File: src/rtl/id_operand_if.sv
// Bus bundle for the ID-to-EX operand stage.
// The slave side is the operand stage itself. The master side is the surrounding pipeline: decode, RF, EX, MEM and hazard control.
interface id_operand_if #(
  parameter int DATA_W = 16,
  parameter int ADDR_W = 4,
  parameter int CNT_W  = 16
);
  logic              id_valid;
  logic [ADDR_W-1:0] id_rs0_addr;
  logic [ADDR_W-1:0] id_rs1_addr;
  logic              id_rs0_used;
  logic              id_rs1_used;
  logic [ADDR_W-1:0] id_dst_addr;
  logic              id_we;
  logic              id_is_load;
  logic [DATA_W-1:0] rf_p0;
  logic [DATA_W-1:0] rf_p1;
  logic [DATA_W-1:0] ex_result;
  logic [ADDR_W-1:0] mem_dst_addr;
  logic              mem_we;
  logic [DATA_W-1:0] mem_result;
  logic              stall_in;
  logic              flush;
  logic              rf_re0;
  logic              rf_re1;
  logic              stall_out;
  logic              ex_valid;
  logic [DATA_W-1:0] ex_op0;
  logic [DATA_W-1:0] ex_op1;
  logic [ADDR_W-1:0] ex_dst_addr;
  logic              ex_we;
  logic              ex_is_load;
  logic [CNT_W-1:0]  stall_cnt;

  modport slave (
    input  id_valid, id_rs0_addr, id_rs1_addr, id_rs0_used, id_rs1_used,
           id_dst_addr, id_we, id_is_load, rf_p0, rf_p1, ex_result,
           mem_dst_addr, mem_we, mem_result, stall_in, flush,
    output rf_re0, rf_re1, stall_out, ex_valid, ex_op0, ex_op1,
           ex_dst_addr, ex_we, ex_is_load, stall_cnt
  );

  modport master (
    output id_valid, id_rs0_addr, id_rs1_addr, id_rs0_used, id_rs1_used,
           id_dst_addr, id_we, id_is_load, rf_p0, rf_p1, ex_result,
           mem_dst_addr, mem_we, mem_result, stall_in, flush,
    input  rf_re0, rf_re1, stall_out, ex_valid, ex_op0, ex_op1,
           ex_dst_addr, ex_we, ex_is_load, stall_cnt
  );
endinterface

File: src/rtl/id_operand_stage.sv
// Decode-to-execute operand stage.
// It selects each operand from R0 zero, the EX forward, the MEM forward or RF port data.
// A load-use hazard inserts a single bubble. The stage owns the ID/EX register and a saturating bubble counter.
module id_operand_stage #(
  parameter int DATA_W = 16,
  parameter int ADDR_W = 4,
  parameter int CNT_W  = 16
) (
  input logic          clk,
  input logic          rst,
  id_operand_if.slave  bus
);

  logic              ex_valid_q,   ex_valid_d;
  logic              ex_we_q,      ex_we_d;
  logic              ex_is_load_q, ex_is_load_d;
  logic [DATA_W-1:0] ex_op0_q,     ex_op0_d;
  logic [DATA_W-1:0] ex_op1_q,     ex_op1_d;
  logic [ADDR_W-1:0] ex_dst_q,     ex_dst_d;
  logic [CNT_W-1:0]  stall_cnt_q,  stall_cnt_d;

  logic              ex_fwd_ok;
  logic              hz;
  logic [DATA_W-1:0] op0_sel;
  logic [DATA_W-1:0] op1_sel;

  // Operand priority: R0 is zero, then a non-load EX result, then the MEM write value, then the RF port.
  // A load still in EX has no data yet, so it is never forwarded from EX.
  function automatic logic [DATA_W-1:0] select_operand(
    input logic [ADDR_W-1:0] addr,
    input logic [DATA_W-1:0] rf_data,
    input logic              ex_ok,
    input logic [ADDR_W-1:0] ex_dst,
    input logic [DATA_W-1:0] ex_res,
    input logic              mem_wr,
    input logic [ADDR_W-1:0] mem_dst,
    input logic [DATA_W-1:0] mem_res
  );
    if (addr == '0)                     return '0;
    else if (ex_ok && addr == ex_dst)   return ex_res;
    else if (mem_wr && addr == mem_dst) return mem_res;
    else                                return rf_data;
  endfunction

  // The counter saturates and never wraps.
  function automatic logic [CNT_W-1:0] sat_inc(input logic [CNT_W-1:0] v);
    return (&v) ? v : v + CNT_W'(1);
  endfunction

  assign ex_fwd_ok = ex_valid_q & ex_we_q & ~ex_is_load_q;

  // Combinational operand selection for both sources.
  always_comb begin
    op0_sel = select_operand(bus.id_rs0_addr, bus.rf_p0, ex_fwd_ok, ex_dst_q,
                             bus.ex_result, bus.mem_we, bus.mem_dst_addr, bus.mem_result);
    op1_sel = select_operand(bus.id_rs1_addr, bus.rf_p1, ex_fwd_ok, ex_dst_q,
                             bus.ex_result, bus.mem_we, bus.mem_dst_addr, bus.mem_result);
  end

  // A load-use hazard occurs when a used source reads the non-R0 destination of the load in EX.
  assign hz = bus.id_valid & ex_valid_q & ex_we_q & ex_is_load_q & (ex_dst_q != '0) &
              ((bus.id_rs0_used & (bus.id_rs0_addr == ex_dst_q)) |
               (bus.id_rs1_used & (bus.id_rs1_addr == ex_dst_q)));

  assign bus.rf_re0    = bus.id_valid & bus.id_rs0_used;
  assign bus.rf_re1    = bus.id_valid & bus.id_rs1_used;
  assign bus.stall_out = (hz | bus.stall_in) & ~bus.flush;

  assign bus.ex_valid    = ex_valid_q;
  assign bus.ex_we       = ex_we_q;
  assign bus.ex_is_load  = ex_is_load_q;
  assign bus.ex_op0      = ex_op0_q;
  assign bus.ex_op1      = ex_op1_q;
  assign bus.ex_dst_addr = ex_dst_q;
  assign bus.stall_cnt   = stall_cnt_q;

  // Next state for ID/EX, in priority order: flush kills, stall_in holds, a hazard bubbles, otherwise capture.
  always_comb begin
    ex_valid_d   = ex_valid_q;
    ex_we_d      = ex_we_q;
    ex_is_load_d = ex_is_load_q;
    ex_op0_d     = ex_op0_q;
    ex_op1_d     = ex_op1_q;
    ex_dst_d     = ex_dst_q;
    stall_cnt_d  = stall_cnt_q;
    if (bus.flush) begin
      ex_valid_d   = 1'b0;
      ex_we_d      = 1'b0;
      ex_is_load_d = 1'b0;
    end else if (bus.stall_in) begin
      // hold everything; a pending hazard is re-evaluated once the stall releases
    end else if (hz) begin
      ex_valid_d   = 1'b0;
      ex_we_d      = 1'b0;
      ex_is_load_d = 1'b0;
      ex_op0_d     = '0;
      ex_op1_d     = '0;
      ex_dst_d     = '0;
      stall_cnt_d  = sat_inc(stall_cnt_q);
    end else begin
      ex_valid_d   = bus.id_valid;
      ex_we_d      = bus.id_we & bus.id_valid;
      ex_is_load_d = bus.id_is_load & bus.id_valid;
      ex_op0_d     = op0_sel;
      ex_op1_d     = op1_sel;
      ex_dst_d     = bus.id_dst_addr;
    end
  end

  // ID/EX pipeline register and bubble counter, with asynchronous clear.
  always_ff @(posedge clk or posedge rst) begin
    if (rst) begin
      ex_valid_q   <= 1'b0;
      ex_we_q      <= 1'b0;
      ex_is_load_q <= 1'b0;
      ex_op0_q     <= '0;
      ex_op1_q     <= '0;
      ex_dst_q     <= '0;
      stall_cnt_q  <= '0;
    end else begin
      ex_valid_q   <= ex_valid_d;
      ex_we_q      <= ex_we_d;
      ex_is_load_q <= ex_is_load_d;
      ex_op0_q     <= ex_op0_d;
      ex_op1_q     <= ex_op1_d;
      ex_dst_q     <= ex_dst_d;
      stall_cnt_q  <= stall_cnt_d;
    end
  end

endmodule

File: src/flat_wrapper.sv
// flat-port wrapper written by rule: the top's interface ports become plain ports
module id_operand_stage_flat 
#(
  parameter int DATA_W = 16,
  parameter int ADDR_W = 4,
  parameter int CNT_W  = 16
)
  (clk, rst, bus_id_valid, bus_id_rs0_addr, bus_id_rs1_addr, bus_id_rs0_used, bus_id_rs1_used, bus_id_dst_addr, bus_id_we, bus_id_is_load, bus_rf_p0, bus_rf_p1, bus_ex_result, bus_mem_dst_addr, bus_mem_we, bus_mem_result, bus_stall_in, bus_flush, bus_rf_re0, bus_rf_re1, bus_stall_out, bus_ex_valid, bus_ex_op0, bus_ex_op1, bus_ex_dst_addr, bus_ex_we, bus_ex_is_load, bus_stall_cnt);
  id_operand_if #(.DATA_W(DATA_W), .ADDR_W(ADDR_W), .CNT_W(CNT_W)) bus_i ();
  input logic clk;
  input logic rst;
  input wire logic [$bits(bus_i.id_valid)-1:0] bus_id_valid;
  input wire logic [$bits(bus_i.id_rs0_addr)-1:0] bus_id_rs0_addr;
  input wire logic [$bits(bus_i.id_rs1_addr)-1:0] bus_id_rs1_addr;
  input wire logic [$bits(bus_i.id_rs0_used)-1:0] bus_id_rs0_used;
  input wire logic [$bits(bus_i.id_rs1_used)-1:0] bus_id_rs1_used;
  input wire logic [$bits(bus_i.id_dst_addr)-1:0] bus_id_dst_addr;
  input wire logic [$bits(bus_i.id_we)-1:0] bus_id_we;
  input wire logic [$bits(bus_i.id_is_load)-1:0] bus_id_is_load;
  input wire logic [$bits(bus_i.rf_p0)-1:0] bus_rf_p0;
  input wire logic [$bits(bus_i.rf_p1)-1:0] bus_rf_p1;
  input wire logic [$bits(bus_i.ex_result)-1:0] bus_ex_result;
  input wire logic [$bits(bus_i.mem_dst_addr)-1:0] bus_mem_dst_addr;
  input wire logic [$bits(bus_i.mem_we)-1:0] bus_mem_we;
  input wire logic [$bits(bus_i.mem_result)-1:0] bus_mem_result;
  input wire logic [$bits(bus_i.stall_in)-1:0] bus_stall_in;
  input wire logic [$bits(bus_i.flush)-1:0] bus_flush;
  output wire logic [$bits(bus_i.rf_re0)-1:0] bus_rf_re0;
  output wire logic [$bits(bus_i.rf_re1)-1:0] bus_rf_re1;
  output wire logic [$bits(bus_i.stall_out)-1:0] bus_stall_out;
  output wire logic [$bits(bus_i.ex_valid)-1:0] bus_ex_valid;
  output wire logic [$bits(bus_i.ex_op0)-1:0] bus_ex_op0;
  output wire logic [$bits(bus_i.ex_op1)-1:0] bus_ex_op1;
  output wire logic [$bits(bus_i.ex_dst_addr)-1:0] bus_ex_dst_addr;
  output wire logic [$bits(bus_i.ex_we)-1:0] bus_ex_we;
  output wire logic [$bits(bus_i.ex_is_load)-1:0] bus_ex_is_load;
  output wire logic [$bits(bus_i.stall_cnt)-1:0] bus_stall_cnt;
  assign bus_i.id_valid = bus_id_valid;
  assign bus_i.id_rs0_addr = bus_id_rs0_addr;
  assign bus_i.id_rs1_addr = bus_id_rs1_addr;
  assign bus_i.id_rs0_used = bus_id_rs0_used;
  assign bus_i.id_rs1_used = bus_id_rs1_used;
  assign bus_i.id_dst_addr = bus_id_dst_addr;
  assign bus_i.id_we = bus_id_we;
  assign bus_i.id_is_load = bus_id_is_load;
  assign bus_i.rf_p0 = bus_rf_p0;
  assign bus_i.rf_p1 = bus_rf_p1;
  assign bus_i.ex_result = bus_ex_result;
  assign bus_i.mem_dst_addr = bus_mem_dst_addr;
  assign bus_i.mem_we = bus_mem_we;
  assign bus_i.mem_result = bus_mem_result;
  assign bus_i.stall_in = bus_stall_in;
  assign bus_i.flush = bus_flush;
  assign bus_rf_re0 = bus_i.rf_re0;
  assign bus_rf_re1 = bus_i.rf_re1;
  assign bus_stall_out = bus_i.stall_out;
  assign bus_ex_valid = bus_i.ex_valid;
  assign bus_ex_op0 = bus_i.ex_op0;
  assign bus_ex_op1 = bus_i.ex_op1;
  assign bus_ex_dst_addr = bus_i.ex_dst_addr;
  assign bus_ex_we = bus_i.ex_we;
  assign bus_ex_is_load = bus_i.ex_is_load;
  assign bus_stall_cnt = bus_i.stall_cnt;
  id_operand_stage #(.DATA_W(DATA_W), .ADDR_W(ADDR_W), .CNT_W(CNT_W)) u_core (.clk(clk), .rst(rst), .bus(bus_i));
endmodule
File: config.mk
export PLATFORM = sky130hd
export DESIGN_NAME = id_operand_stage_flat
export DESIGN_NICKNAME = d
export VERILOG_FILES = /design/src/rtl/id_operand_if.sv /design/src/rtl/id_operand_stage.sv /design/src/flat_wrapper.sv
export SDC_FILE = /design/constraint.sdc
export NUM_CORES = 1
export LEC_CHECK = 0
export BUFFER_PORTS_ARGS = -buffer_cell sky130_fd_sc_hd__buf_4
export CORE_ASPECT_RATIO = 0.8
export CORE_MARGIN = 2
export CORE_UTILIZATION = 49
export CTS_BUF_LIST = sky130_fd_sc_hd__clkbuf_8
export DETAILED_ROUTE_END_ITERATION = 12
export GPL_ROUTABILITY_DRIVEN = 0
export PLACE_DENSITY = 0.82
export SKIP_CTS_REPAIR_TIMING = 1
export SLEW_MARGIN = 10
export SYNTH_ARGS = -nofsm -noshare
export SYNTH_HDL_FRONTEND = slang
export SYNTH_SLANG_ARGS = --single-unit
export TNS_END_PERCENT = 5
File: constraint.sdc
create_clock -name clk -period 2.65 [get_ports clk]
set_clock_uncertainty 0.2 [all_clocks]
set_input_delay 0.1325 -clock clk [delete_from_list [all_inputs] [get_ports clk]]
set_output_delay 0.1325 -clock clk [all_outputs]
set_load 0.05 [all_outputs]
==> results of run 1 <==
registers in the layout (all words and copies together) (netlist names):
| signal | cells |
|---|---|
| u_core.bus.ex_op0 | 16 |
| u_core.bus.ex_is_load | 1 |
| u_core.bus.ex_dst_addr | 4 |
| u_core.bus.stall_cnt | 16 |
| u_core.bus.ex_valid | 1 |
| u_core.bus.ex_op1 | 16 |
| u_core.bus.ex_we | 1 |
synth_stat cells, types with 3 or more instances:
| library cell | instances | area, sq um |
|---|---|---|
| and4_1 | 4 | 35.0 |
| dfrtp_1 | 55 | 1380 |
| and3_1 | 7 | 43.8 |
| nand4_1 | 8 | 50.1 |
| o21ai_0 | 20 | 100 |
| a32o_1 | 32 | 320 |
| or3_1 | 32 | 200 |
| o221ai_1 | 16 | 140 |
| xnor2_1 | 28 | 245 |
| buf_2 | 5 | 25.0 |
| nand3b_1 | 3 | 22.5 |
| clkbuf_1 | 19 | 71.3 |
| o211ai_1 | 16 | 120 |
| nand2_1 | 32 | 120 |
| nor2_1 | 3 | 11.3 |
| a21oi_1 | 3 | 15.0 |
| and2_1 | 5 | 31.3 |
| nor3_1 | 3 | 15.0 |
| nand3_1 | 12 | 60.1 |
| inv_1 | 36 | 135 |
worst min-delay path by stage:
stage / start / to / cells after the start
floorplan: bus_flush / u_core.bus.ex_is_load / 1
global placement: rst / u_core.bus.stall_cnt[7] / 3
detailed placement: rst / u_core.bus.stall_cnt[9] / 3
CTS: rst / u_core.bus.stall_cnt[8] / 3
global route: bus_ex_result[15] / u_core.bus.ex_op1[15] / 3
finish: bus_ex_result[14] / u_core.bus.ex_op0[14] / 3
through the flow:
stage | setup slack, ns | total power [uW] | util (%) | instances | hold slack (ns)
global route | 0.0466 | 2380 | 73.2 | 597 | 0.00270
floorplan | 0.207 | 1480 | - | 363 | -0.00436
CTS | 0.272 | 2270 | 70.9 | 582 | -0.324
finish | 0.146 | 2280 | 73.2 | 597 | -0.00352
global placement | 0.489 | 1790 | 69.6 | 575 | 0.0134
detailed placement | 0.434 | 1810 | 69.6 | 575 | 0.0192
critical path, stage by stage, from the launching register on:
cell           delay, ns
dfrtp_1             0.46
or4_4               0.57
nand3_1             0.17
o22ai_4             0.15
nand3b_1            0.20
a21oi_1             0.13
dlygate4sd3_1       0.55
kinds of logic (layout without fill, tap and decap cells):
logic type | count (synthesis) | in the layout | synth area share (%)
simple gates | 123 | 123 | 21.2
mux | 1 | 1 | 0.334
flops | 55 | 55 | 40.9
xor+xnor | 28 | 28 | 7.28
compound gates | 91 | 91 | 22.0
fa+ha+maj | 1 | 1 | 0.372
buf+inv | 64 | 214 | 7.88
layout make-up:
type	count	area [sq um]	area share, %
Multi-Input combinational cell	244	1730	36.3
Inverter	36	135	2.84
Tap cell	84	105	2.21
Sequential cell	55	1380	28.9
Clock inverter	2	16.3	0.341
Timing Repair Buffer	171	1330	28.0
Clock buffer	5	68.8	1.44
power by group through the flow:
stage,logic (uW),registers (uW),clock network [uW]
2_1_floorplan,228,1260,0
3_3_place_gp,806,988,0
3_5_place_dp,818,991,0
4_1_cts,819,974,473
5_1_grt,883,986,516
6_report,841,976,464
routing by layer:
metal	GRT usage, %	up-vias	wire length [microns]
met3	4.19	18	844
met2	45.7	179	5420
li1	-	1635	-
met4	4.79	0	213
met1	41.4	1745	4800
met5	0	-	0
==> results.sh, run 1 <==
export IMPL_outcome="finished, violations left"
export IMPL_violations="hold timing"
export IMPL_root_buffer="clkbuf_8"
export IMPL_r2r_end="u_core.bus.ex_is_load"
export IMPL_ys_ff_latch=55
export IMPL_insertion_delay_ns=0.31
export IMPL_max_freq_ghz=0.399
export IMPL_drt_wl_total_mm=11.3
export IMPL_die_w_microns=96.7
export IMPL_portBuffers=147
export IMPL_grt_pass1_vias=3243
export IMPL_syn_area_sq_mm=0.00337
export IMPL_ant_nets=0
export IMPL_diodes=0
export IMPL_critPathRequiredTime_ns=2.69
export IMPL_r2r_slack_ns=0.15
export IMPL_row_count=26
export IMPL_cts_buffers_inserted=5
export IMPL_synthArstFlopShare_pct=100
export IMPL_fin_hold_ws_ns=-0.00352
export IMPL_p_per_area_mw_per_mm2=479
export IMPL_worst_r2r_cell_count=6
export IMPL_ys_types=37
export IMPL_gr_total_overflow=0
export IMPL_clkPwrFrac_pct=20.3
export IMPL_grt_use_total_pct=28.3
export IMPL_layout_common_cells="buf_4, dfrtp_1, inv_1"
export IMPL_vias=3577
export IMPL_tns_ns=0
export IMPL_dieArea_sq_mm=0.00755
export IMPL_grt_max_degree=56
export IMPL_hold_path_class="in -> reg"
export IMPL_drtIter0Drc=317
export IMPL_grt_pass1_wl_mm=17.3
export IMPL_post_dp_cell_area_sq_mm=0.00453
export IMPL_avgRoutedWirePerCell_microns=18.9
export IMPL_r2r_start="u_core.bus.ex_dst_addr[0]"
export IMPL_critical_path_arrival_ns=2.54
export IMPL_crit_type="reg -> reg"
export IMPL_hold_viol=2
export IMPL_cts_tree="yes"
export IMPL_crit_end="u_core.bus.ex_is_load"
export IMPL_initial_utilization_pct=51.7
export IMPL_syn_inst=363
export IMPL_internal_power_uw=1420
export IMPL_p_sw_share_pct=37.6
export IMPL_setup_violations=0
export IMPL_startpoint="u_core.bus.ex_dst_addr[0]"
export IMPL_core_sq_mm=0.00651
export IMPL_h_tree_depth=2
export IMPL_p_sw_uw=857
export IMPL_grt_setup_unrepaired="no"
export IMPL_synth_edf_count=0
export IMPL_cts_sinks=55
export IMPL_p_leak_uw=0.00221
export IMPL_die_h_microns=78.1
export IMPL_maxCapViolations=0
export IMPL_slew_headroom_pct=43.2
export IMPL_io_pins=148
export IMPL_synth_nets=454
export IMPL_tightest_slew_ns=0.852
export IMPL_nets=604
export IMPL_path_max_fanout=8
export IMPL_fin_crit_ns=2.50
export IMPL_final_layout_size_suffix_gt1_share_pct=34.1
export IMPL_layout_commonest_cell="buf_4"
export IMPL_hpwlAfterDp_mm=8.35
export IMPL_p_comb_share_pct=36.9
export IMPL_drt_pass1_iter_count=6
export IMPL_antenna_found_initial=0
export IMPL_post_route_drc_count=0
export IMPL_synth_ff_type="dfrtp_1"
export IMPL_syn_to_final_growth_pct=41.5
export IMPL_clkTransAtPathRegs_ns=0.11
export IMPL_worst_setup_path_start_kind="flip-flop"
export IMPL_syn_area_per_cell_sq_um=9.28
export IMPL_design_area_sq_mm=0.00476
export IMPL_critPathCaptureType="flip-flop"
export IMPL_drv_slew=0
export IMPL_fillers=501
export IMPL_cts_buffer_depth=2
export IMPL_viasPerCell=5.99
export IMPL_yosysWarnings=0
export IMPL_finalCritPeriodShare_pct=94.5
export IMPL_ys_seq_area_share_pct=40.9
export IMPL_pwr_share_seq_pct=42.8
export IMPL_ir_drop_mv=0.352
No activity file was read; power rests on OpenSTA's default activity.
==> run 2, diff against run 1 <==
- CAP_MARGIN: default -> 20
- CORE_ASPECT_RATIO: 0.8 -> 1.2
- CORE_MARGIN: 2 -> 5
==> run 2 against run 1 <==
Against the previous run: the run still ends with hold timing left; combinational power down 1%; power down 1.1%; sequential power barely moved; fmax increased by 0.15%; non-clock buffer count up 2; global-route usage decreased by 3.8 points; routed wire length is 2.7% lower; sequential share of layout area is essentially flat; cell area is essentially flat; worst hold slack worse by 0.011 ns.
==> results.sh, run 2 (synthesis gave the netlist of run 1 again) <==
export IMPL_critical_path_arrival_ns=2.50
export IMPL_clkTransAtPathRegs_ns=0.10
export IMPL_tightest_slew_ns=0.832
export IMPL_hpwlAfterDp_mm=8.56
export IMPL_p_leak_uw=0.00222
export IMPL_post_route_drc_count=0
export IMPL_p_sw_uw=840
export IMPL_grt_pass1_vias=3421
export IMPL_syn_to_final_growth_pct=41.5
export IMPL_die_h_microns=101
export IMPL_p_per_area_mw_per_mm2=473
export IMPL_initial_utilization_pct=49.7
export IMPL_critPathRequiredTime_ns=2.65
export IMPL_antenna_found_initial=0
export IMPL_met1_usage_pct=30.5
export IMPL_grt_use_total_pct=24.5
export IMPL_fin_hold_ws_ns=-0.0148
export IMPL_diodes=0
export IMPL_grt_max_degree=39
export IMPL_utilization_pct=70.4
export IMPL_core_sq_mm=0.00677
export IMPL_cts_sinks=55
export IMPL_p_comb_share_pct=36.9
export IMPL_critPathCaptureType="flip-flop"
export IMPL_drtIter0Drc=282
export IMPL_layout_common_cells="buf_4, dfrtp_1, inv_1"
export IMPL_drt_pass1_iter_count=5
export IMPL_p_sw_share_pct=37.2
export IMPL_crit_type="reg -> reg"
export IMPL_ant_nets=0
export IMPL_path_max_fanout=14
export IMPL_io_pins=148
export IMPL_fillers=536
export IMPL_ir_drop_mv=0.249
export IMPL_final_layout_size_suffix_gt1_share_pct=34.1
export IMPL_dieArea_sq_mm=0.00864
export IMPL_die_w_microns=85.7
export IMPL_slew_headroom_pct=44.6
export IMPL_insertion_delay_ns=0.30
export IMPL_viasPerCell=5.88
export IMPL_grt_setup_unrepaired="no"
export IMPL_portBuffers=147
export IMPL_cts_buffer_depth=2
export IMPL_grt_use_met3_pct=5.07
export IMPL_h_tree_depth=2
export IMPL_layout_commonest_cell="buf_4"
export IMPL_violations="hold timing"
export IMPL_root_buffer="clkbuf_8"
export IMPL_drv_slew=0
export IMPL_busiest_layer="met2"
export IMPL_cts_tree="yes"
export IMPL_worst_setup_path_start_kind="flip-flop"
export IMPL_hold_viol=8
export IMPL_crit_chain="xnor2_1, nand4_2, o22ai_4, nand3b_1, a21oi_1, dlygate4sd3_1"
export IMPL_pwr_share_seq_pct=43.4
export IMPL_internal_power_uw=1420
export IMPL_max_stage_delay_ns=0.55
export IMPL_row_count=33
export IMPL_grt_util_met2_pct=43.3
export IMPL_cts_buffers_inserted=5
export IMPL_max_freq_ghz=0.400
export IMPL_hold_path_class="in -> reg"
export IMPL_tns_ns=0
export IMPL_finalCritPeriodShare_pct=94.3
export IMPL_finalPower_uw=2260
export IMPL_maxCapViolations=0
export IMPL_slowest_stage="dlygate4sd3_1"
export IMPL_setup_violations=0
export IMPL_outcome="finished, violations left"
export IMPL_gr_total_overflow=0
export IMPL_clkPwrFrac_pct=19.7
export IMPL_vias=3545
export IMPL_grt_pass1_wl_mm=17.0
export IMPL_avgRoutedWirePerCell_microns=18.2
export IMPL_nets=606
export IMPL_drt_wl_total_mm=11.0
export IMPL_stdcell_count=603
export IMPL_fin_crit_ns=2.50
export IMPL_place_inst=580
-- run 2: changes by cell type in the layout (fill, tap and decap cells not counted) --
| cell | before | now |
|---|---|---|
| buf_4 | 155 | 158 |
| clkinv_2 | 0 | 1 |
| inv_6 | 1 | 0 |
| clkinvlp_4 | 1 | 0 |
| buf_12 | 1 | 0 |
| inv_1 | 35 | 37 |
-- run 2: final cells by class --
class / count / area, sq um / share of cell area (%)
Timing Repair Buffer: 173 / 1340 / 28.0
Tap cell: 87 / 109 / 2.28
Multi-Input combinational cell: 244 / 1730 / 36.3
Clock inverter: 3 / 12.5 / 0.263
Clock buffer: 5 / 68.8 / 1.44
Sequential cell: 55 / 1380 / 28.9
Inverter: 36 / 135 / 2.84
-- run 2: routing by layer --
metal | wire length [microns] | share of wire, %
met1 | 4020 | 37
met2 | 5620 | 51
met3 | 1150 | 10
met4 | 184 | 1.7
met5 | 0 | 0
-- run 2: critical path, delay by kind of cell (launching register included) --
kind            cells  cell delay (ns)
buf+inv             1             0.55
compound gates      2             0.50
flops               1             0.45
simple gates        2             0.44
xor+xnor            1             0.26
-- run 2: power groups by stage --
stage,Clock [uW],Combinational (uW),Sequential [uW]
5_1_grt,483,879,985
3_3_place_gp,0,807,991
4_1_cts,451,817,979
6_report,444,833,979
3_5_place_dp,0,816,996
2_1_floorplan,0,228,1260
-- run 2: path summary, 6_finish.rpt --
| kind | cells past startpoint | slack (ns) | to | from |
|---|---|---|---|---|
| setup / recovery | 6 | 0.15 | u_core.bus.ex_we | u_core.bus.ex_dst_addr[3] |
| hold / removal | 3 | -0.01 | u_core.bus.ex_op1[5] | bus_ex_result[5] |
| setup reg to reg | 6 | 0.15 | u_core.bus.ex_we | u_core.bus.ex_dst_addr[3] |
| hold reg to reg | 1 | 0.30 | u_core.bus.ex_op0[1] | u_core.bus.ex_op0[1] |
| max in group asynchronous | 4 | 1.28 | u_core.bus.ex_op0[8] | rst |
| min in group asynchronous | 3 | 0.16 | u_core.bus.stall_cnt[14] | rst |
-- run 2: per-stage QoR --
stage               worst slack (ns)  area [sq um]  hold WS (ns)
CTS                            0.187          4620        -0.389
floorplan                      0.207          3370      -0.00436
detailed placement             0.365          4530       -0.0460
finish                         0.150          4770       -0.0148
global placement               0.434          4530       -0.0532
global route                  0.0466          4770       0.00140
==> run 3, diff against run 2 <==
- CAP_MARGIN: 20 -> 30
- CORE_MARGIN: 5 -> 10
- MAX_ROUTING_LAYER: default -> met4
==> run 3 against run 2 <==
Against the previous run: the flow still finishes with violations (hold timing); worst hold slack better by 0.0043 ns; fmax is 7.2% higher; critical endpoint is now bus_stall_out; utilization rose by 0.87 points; setup slack better by 0.17 ns.
==> results.sh, run 3 (synthesis gave the netlist of run 1 again) <==
export IMPL_syn_to_final_growth_pct=43.3
export IMPL_grt_util_met2_pct=34.3
export IMPL_final_layout_size_suffix_gt1_share_pct=34.2
export IMPL_dieArea_sq_mm=0.0106
export IMPL_pwr_share_seq_pct=40.7
export IMPL_avgRoutedWirePerCell_microns=19.9
export IMPL_outcome="finished, violations left"
export IMPL_stdcell_count=605
export IMPL_p_sw_uw=863
export IMPL_tightest_slew_ns=0.862
export IMPL_max_stage_delay_ns=0.57
export IMPL_hold_path_class="in -> reg"
export IMPL_tns_ns=0
export IMPL_hold_end="u_core.bus.ex_op1[7]"
export IMPL_die_h_microns=111
export IMPL_grt_pass1_wl_mm=18.5
export IMPL_hold_start="bus_ex_result[7]"
export IMPL_drt_pass1_iter_count=5
export IMPL_layout_commonest_cell="buf_4"
export IMPL_gr_total_overflow=0
export IMPL_diodes=0
export IMPL_busiest_layer="met2"
export IMPL_hold_viol=3
export IMPL_maxCapViolations=0
export IMPL_post_route_drc_count=0
export IMPL_crit_type="reg -> out"
export IMPL_cts_buffer_depth=2
export IMPL_grt_setup_unrepaired="no"
export IMPL_cp_num_buf_inv=1
export IMPL_worst_setup_path_start_kind="flip-flop"
export IMPL_fin_ws_ns=0.318
export IMPL_cts_sinks=55
export IMPL_clkPwrFrac_pct=24.2
export IMPL_cts_tree="yes"
export IMPL_slew_headroom_pct=42.6
export IMPL_setup_violations=0
export IMPL_cpLargestDelayFamily="simple AND/OR/NAND/NOR gates"
export IMPL_place_inst=579
export IMPL_path_max_fanout=9
export IMPL_io_pins=148
export IMPL_p_sw_share_pct=35.8
export IMPL_critical_path_arrival_ns=2.00
export IMPL_post_dp_cell_area_sq_mm=0.00453
export IMPL_clkTransAtPathRegs_ns=0.10
export IMPL_critPathCaptureType="primary output"
export IMPL_fin_hold_ws_ns=-0.0105
export IMPL_grt_pass1_vias=3515
export IMPL_antenna_found_initial=0
export IMPL_initial_utilization_pct=49.7
export IMPL_ir_drop_mv=0.310
export IMPL_r2r_start="u_core.bus.ex_dst_addr[0]"
export IMPL_r2r_slack_ns=0.35
export IMPL_design_area_sq_mm=0.00482
export IMPL_cts_buffers_inserted=5
export IMPL_layout_common_cells="buf_4, dfrtp_1, inv_1"
export IMPL_holdPathStages=3
export IMPL_p_comb_share_pct=35.2
export IMPL_slowest_stage="or4_4"
export IMPL_finalCritPeriodShare_pct=88.0
export IMPL_met1_usage_pct=27.2
export IMPL_portBuffers=147
export IMPL_core_sq_mm=0.00677
export IMPL_pre_cts_slack_ns=0.390
export IMPL_die_w_microns=95.7
export IMPL_h_tree_depth=2
export IMPL_viasPerCell=5.99
export IMPL_drt_wl_total_mm=12.0
export IMPL_r2r_end="u_core.bus.ex_op1[7]"
export IMPL_hpwlAfterDp_mm=9.31
export IMPL_drtIter0Drc=309
export IMPL_fin_crit_ns=2.33
export IMPL_violations="hold timing"
export IMPL_vias=3625
export IMPL_p_leak_uw=0.00223
export IMPL_p_per_area_mw_per_mm2=499
export IMPL_insertion_delay_ns=0.31
export IMPL_drv_slew=0
export IMPL_max_freq_ghz=0.429
export IMPL_root_buffer="clkbuf_8"
export IMPL_critPathRequiredTime_ns=2.32
export IMPL_ant_nets=0
export IMPL_grt_max_degree=39
export IMPL_grt_use_met3_pct=5.42
export IMPL_internal_power_uw=1550
export IMPL_worst_r2r_cell_count=6
export IMPL_grt_use_total_pct=21.8
export IMPL_crit_chain="or4_4, nand3_1, o22ai_4, nor2_1, nor2_2, buf_4"
export IMPL_row_count=33
export IMPL_nets=608
==> run 3: changes by cell type in the layout (fill, tap and decap cells not counted) <==
cell           change
buf_4              -1
inv_1              -2
clkbuf_8           +1
dlygate4sd3_1      +3
bufinv_16          +1
==> run 3: power by group through the flow <==
| stage | Combinational [uW] | Sequential (uW) | Clock (uW) |
|---|---|---|---|
| floorplan | 228 | 1260 | 0 |
| global placement | 816 | 991 | 0 |
| detailed placement | 827 | 995 | 0 |
| CTS | 828 | 978 | 586 |
| global route | 894 | 988 | 623 |
| finish | 847 | 980 | 583 |
==> run 3: layer usage <==
metal | part of all wire, % | routed length [microns]
met4 | 1.5 | 177
met5 | 0 | 0
met2 | 49 | 5850
met1 | 38 | 4630
met3 | 11 | 1370
==> run 3: worst max-delay path by stage <==
stage	start	endpoint	slack [ns]	cells after the start
final	u_core.bus.ex_dst_addr[0]	bus_stall_out	0.32	6
after global routing	u_core.bus.ex_dst_addr[3]	bus_stall_out	0.14	6
after CTS	u_core.bus.ex_dst_addr[0]	bus_stall_out	0.30	6
after detailed placement	u_core.bus.ex_dst_addr[0]	u_core.bus.ex_op1[12]	0.39	6
after global placement	u_core.bus.ex_dst_addr[3]	u_core.bus.ex_op1[4]	0.44	6
after floorplan	u_core.bus.ex_dst_addr[2]	bus_stall_out	0.21	6
==> run 3: through the flow <==
step	total power, uW	util [%]	hold WS (ns)
floorplan	1480	-	-0.00436
global placement	1810	66.9	-0.0222
detailed placement	1820	66.9	-0.0295
CTS	2390	68.6	-0.367
global route	2500	71.2	0.00572
finish	2410	71.2	-0.0105
==> run 3: layout make-up <==
cell class / count / area [sq um]
Clock buffer: 6 / 82.6
Clock inverter: 2 / 35.0
Fill cell: 534 / 1950
Inverter: 36 / 135
Multi-Input combinational cell: 244 / 1730
Sequential cell: 55 / 1380
Tap cell: 87 / 109
Timing Repair Buffer: 175 / 1360
==> run 3: worst register-to-register path, stage by stage (launching register included) <==
cell and delay [ns]:
dfrtp_1 0.44, xnor2_1 0.17, nand4_2 0.13, buf_4 0.21, or2_1 0.50, o221ai_1 0.26, a32o_1 0.29
